[config.mk]
export PLATFORM = sky130hd
export DESIGN_NAME = branch_predict_ctrl
export DESIGN_NICKNAME = d
export VERILOG_FILES = /design/src/rtl/branch_predict_ctrl.sv
export SDC_FILE = /design/constraint.sdc
export NUM_CORES = 2
export LEC_CHECK = 0
export ABC_CLOCK_PERIOD_IN_PS = 10560
export BUFFER_PORTS_ARGS = -buffer_cell sky130_fd_sc_hd__buf_2
export CAP_MARGIN = 30
export CORE_MARGIN = 10
export CORE_UTILIZATION = 50
export CTS_CLUSTER_DIAMETER = 200
export DETAILED_ROUTE_END_ITERATION = 10
export PLACE_DENSITY_LB_ADDON = 0.3
export SLEW_MARGIN = 10
export SYNTH_ARGS = -nofsm -noshare
export SYNTH_HDL_FRONTEND = slang
export SYNTH_SLANG_ARGS = --single-unit
[constraint.sdc]
create_clock -name clk -period 10.56 [get_ports clk]
set_clock_uncertainty 0.05 [all_clocks]
set_input_delay 1.056 -clock clk [delete_from_list [all_inputs] [get_ports clk]]
set_output_delay 1.056 -clock clk [all_outputs]
set_load 0.01 [all_outputs]
[src/rtl/branch_predict_ctrl.sv]
// Dynamic branch predictor for the 5-stage MIPS core: direct-mapped BTB with 2-bit
// counters, looked up in IF and resolved in ID, plus saturating branch/mispredict counters.
module branch_predict_ctrl #(
  parameter int PC_W    = 32,
  parameter int ENTRIES = 16,
  parameter int CNT_W   = 16
) (
  input  logic             clk,
  input  logic             rst,
  input  logic [PC_W-1:0]  if_pc,
  output logic             pred_taken,
  output logic [PC_W-1:0]  pred_target,
  input  logic             id_valid,
  input  logic             id_stall,
  input  logic             id_beq,
  input  logic             id_bne,
  input  logic             equalR,
  input  logic [PC_W-1:0]  id_pc,
  input  logic [PC_W-1:0]  id_target,
  input  logic             id_pred_taken,
  input  logic [PC_W-1:0]  id_pred_target,
  output logic [1:0]       pc_sel,
  output logic             if_flush,
  output logic [CNT_W-1:0] br_cnt,
  output logic [CNT_W-1:0] mp_cnt
);

  localparam int IDX_W = $clog2(ENTRIES);
  localparam int TAG_W = PC_W - IDX_W - 2;

  logic             valid_reg  [ENTRIES];
  logic [TAG_W-1:0] tag_reg    [ENTRIES];
  logic [PC_W-1:0]  target_reg [ENTRIES];
  logic [1:0]       ctr_reg    [ENTRIES];

  logic [CNT_W-1:0] br_cnt_reg;
  logic [CNT_W-1:0] mp_cnt_reg;

  logic [IDX_W-1:0] if_idx;
  logic [TAG_W-1:0] if_tag;
  logic [IDX_W-1:0] id_idx;
  logic [TAG_W-1:0] id_tag;
  logic             if_hit;
  logic             id_hit;
  logic             res;
  logic             is_br;
  logic             act;
  logic             mp;
  logic             unused_pc_bits;

  assign if_idx = if_pc[IDX_W+1:2];
  assign if_tag = if_pc[PC_W-1:IDX_W+2];
  assign id_idx = id_pc[IDX_W+1:2];
  assign id_tag = id_pc[PC_W-1:IDX_W+2];
  assign unused_pc_bits = ^{if_pc[1:0], id_pc[1:0]};

  // IF lookup reads the current array state, so a same-cycle update is not visible yet.
  assign if_hit      = valid_reg[if_idx] && (tag_reg[if_idx] == if_tag);
  assign pred_taken  = !rst && if_hit && ctr_reg[if_idx][1];
  assign pred_target = target_reg[if_idx];

  assign id_hit = valid_reg[id_idx] && (tag_reg[id_idx] == id_tag);
  assign res    = !rst && id_valid && !id_stall;
  assign is_br  = id_beq || id_bne;
  assign act    = id_beq ? equalR : !equalR;
  assign mp     = res && ((is_br && (act != id_pred_taken)) ||
                          (is_br && act && id_pred_taken && (id_pred_target != id_target)) ||
                          (!is_br && id_pred_taken));

  always_comb begin
    pc_sel   = 2'b00;
    if_flush = 1'b0;
    if (mp) begin
      if_flush = 1'b1;
      pc_sel   = (is_br && act) ? 2'b10 : 2'b11;
    end else if (rst || id_stall) begin
      pc_sel = 2'b00;
    end else if (pred_taken) begin
      pc_sel = 2'b01;
    end
  end

  generate
    for (genvar gi = 0; gi < ENTRIES; gi++) begin : g_entry
      always_ff @(posedge clk) begin
        if (rst) begin
          valid_reg[gi]  <= 1'b0;
          tag_reg[gi]    <= '0;
          target_reg[gi] <= '0;
          ctr_reg[gi]    <= 2'b01;
        end else if (res && (id_idx == IDX_W'(gi))) begin
          if (is_br) begin
            if (id_hit) begin
              if (act) begin
                target_reg[gi] <= id_target;
                if (ctr_reg[gi] != 2'b11) ctr_reg[gi] <= ctr_reg[gi] + 2'b01;
              end else if (ctr_reg[gi] != 2'b00) begin
                ctr_reg[gi] <= ctr_reg[gi] - 2'b01;
              end
            end else if (act) begin
              valid_reg[gi]  <= 1'b1;
              tag_reg[gi]    <= id_tag;
              target_reg[gi] <= id_target;
              ctr_reg[gi]    <= 2'b10;
            end
          end else if (id_pred_taken) begin
            // Non-branch predicted taken: a tag alias, so drop the entry.
            valid_reg[gi] <= 1'b0;
          end
        end
      end
    end
  endgenerate

  always_ff @(posedge clk) begin
    if (rst) begin
      br_cnt_reg <= '0;
      mp_cnt_reg <= '0;
    end else begin
      if (res && is_br && (br_cnt_reg != '1)) br_cnt_reg <= br_cnt_reg + 1'b1;
      if (mp && (mp_cnt_reg != '1))           mp_cnt_reg <= mp_cnt_reg + 1'b1;
    end
  end

  assign br_cnt = br_cnt_reg;
  assign mp_cnt = mp_cnt_reg;

endmodule

==> results.yml <==
status:
  status: "completed"
placement:
  portBuffers: 199
  gp_congestion: 0.8397
  pre_cts_ws_ns: 3.183
  dp_hpwl_um: 84520
finish:
  largest_register_ffs: 512
  nNetsFinal: 3671
  layout-drive-gt1-share: 0.2469
  area.sequential_um2: 29950
  synthToLayoutAreaGrowth_pct: 11.29
  final_common_cell: "edfxtp_1"
  fin_util: 0.5602
  multi_input_area_um2: 19920
  nFillCells: 7899
  layout_common_cells: "edfxtp_1, and3_1, mux4_2, buf_2, and2_1"
yosys:
  netlist_instances: 3512
  synth_seq_area_share: 0.5848
  synthDistinctLibCells: 65
  synth_edf_count: 976
  synthSimpleGateAreaFrac: 0.1443
  synth_flop_cell: "edfxtp_1"
  ys_top_cells_by_area: "edfxtp_1, mux4_2, and3_1"
  synth_top_family_by_area: "multiplexers"
  yosysTopAreaCell: "edfxtp_1"
  synth_mux_area_frac: 0.1840
  yosysWarnings: 0
  synth_xor_area_frac: 0.02172
  synth_fp_nets: 3680
  async_reset_ff_frac: 0
  synth.avg_cell_area_um2: 14.58
  ys_ff_latch: 1008
  synthesis.area_um2: 51210
  synth_compound_area_frac: 0.02323
  synth_top_area_frac: 0.5723
  synth_fa_ha_area_frac: 0.007818
sta:
  tightest_slew_ns: 1.406
  fmax_mhz: 148.1
  max-slew-margin-rel: 0.06249
  slew_viol_final: 0
  min_period_ns: 6.751
  fin_crit_sh: 0.6393
  fin_tns_setup_ns: 0
  setup_viol: 0
  setup_ws_ns: 3.809
  final_hold_viol_count: 0
  rsz0062_at_grt: "no"
detailed_routing:
  postRouteAntennaNets: 0
  via_count: 33400
  drc: 0
  drtIter0Drc: 4674
  dr.pass1.iters: 6
  wl_per_cell_um: 31.79
  via_per_inst: 6.730
  totalWireLength_um: 157800
setup_path:
  crit_family: "buffers and inverters"
  max_stage_delay_ns: 0.74
  cpMostUsedCell: "buf_4"
  crit_type: "input pin to flip-flop"
  crit_buf_inv: 5
  cpMaxStageDelayCell: "buf_4"
  start_kind: "input pin"
  critical_path_required_ns: 10.89
  end_kind: "flip-flop"
  worstPathMaxFanout: 58
  critical_path.cell_chain: "buf_6 > buf_4 > buf_4 > mux4_2 > mux2i_1 > xnor2_1 > a221o_1 > nor4_2 > nand3_4 > nand2_2 > buf_4 > o21ai_4 > buf_4"
  crit_arrival_ns: 7.09
floorplan:
  dieArea_um2: 115600
  row_count: 117
  start_util: 0.5034
  die_w_um: 340.0
  pin_count: 204
  fp.dieH_um: 340.0
  core_area_um2: 101700
cts:
  clk_latency_ns: 0.69
  clk_pin_slew_ns: 0.06
  hold_buffers: 0
  tritoncts: "done"
  cts-htree-levels: 3
  clock_path_buffers: 3
  post_cts_buffers: 0
  cts_root_buffer: "clkbuf_16"
  cts.repair.resized: 0
  numCtsBuffers: 103
  cts_sinks: 1008
power_and_ir_drop:
  pwr_density_cell_nw_per_um2: 163.6
  p_leak_nw: 22.28
  power_w: 0.009323
  max-vdd-ir-drop_mv: 0.1324
global_routing:
  grt_pass1_vias: 33030
  track_usage: 0.2654
  grt_overflow_total: 0
  grt_first_pass_wirelength_um: 227900
  grt_max_degree: 317
  antenna_found_initial: 17
worst_hold_path:
  hp-class: "flip-flop to flip-flop"
job:
  drv_cap: 0
cells in the mapped netlist (all sizes together) (9+ instances only):
library cell / count
a21boi: 13
a21oi: 14
a22oi: 12
and2: 137
and3: 792
buf: 68
clkbuf: 334
dfxtp: 32
edfxtp: 976
ha: 32
inv: 46
mux2i: 81
mux4: 381
nand2: 58
nand3: 32
nand4: 19
nor2: 77
nor2b: 14
nor3: 52
nor4: 12
o21ai: 87
o22ai: 14
or2: 9
or4: 9
xnor2: 58
xor2: 69
area by class of cell:
cell class	instances	area share
sequential	1008	0.5254
multi-input combinational	2054	0.3494
clock buffer	122	0.04647
timing repair buffer	288	0.03310
tap	1368	0.03003
clock inverter	68	0.01207
inverter	48	0.003161
antenna	7	0.0003073
worst reg2reg max path, stage by stage (launching register included):
cell       delay [ns]
edfxtp_1         0.39
mux4_2           0.48
mux2i_1          0.34
nor2_1           0.15
or4_1            0.67
or3_4            0.43
a2111oi_4        0.54
nand3_4          0.63
nand2_2          0.66
buf_4            0.46
o21ai_4          0.23
buf_4            0.39
final timing paths:
path,endpoint,slack (ns),start,cells past startpoint
worst min register to register,mp_cnt[5]$_SDFFE_PP0P_,0.45,mp_cnt[5]$_SDFFE_PP0P_,1
worst max register to register,tag_reg[6][20]$_SDFFCE_PN0P_,4.80,tag_reg[15][7]$_SDFFCE_PN0P_,11
worst max-delay path,tag_reg[6][20]$_SDFFCE_PN0P_,3.81,id_pc[3],13
worst min-delay path,mp_cnt[5]$_SDFFE_PP0P_,0.45,mp_cnt[5]$_SDFFE_PP0P_,1
metrics by stage:
stage	instance area [um2]	hold slack [ns]	std cells
4_1_cts	56920	0.4523	4954
6_report	57000	0.4491	4963
3_5_place_dp	53590	0.4409	4764
3_3_place_gp	53420	0.4316	4757
2_1_floorplan	51210	0.4359	3512
5_1_grt	56990	0.4714	4960
layer usage:
metal,global-route usage,up-vias,part of all wire
met4,0.09011,10,0.033
met2,0.4148,2314,0.47
met3,0.05864,349,0.12
met1,0.3673,16990,0.37
li1,-,13740,-
met5,0,-,0.00046
report_power, final:
part	switching [W]	total [W]	internal, W
clock	0.00158	0.00367	0.00209
combinational	0.000602	0.000998	0.000396
sequential	0.0000803	0.00466	0.00458
total	0.00226	0.00932	0.00706
kinds of logic (layout without fill, tap and decap cells):
logic type	count (synthesis)	in the layout
simple gates	1242	1242
other cells	0	7
buf+inv	450	526
flops	1008	1008
compound gates	188	188
xor+xnor	127	127
fa+ha+maj	32	32
mux	465	465
Note: power is estimated with default switching activity, not from simulation.
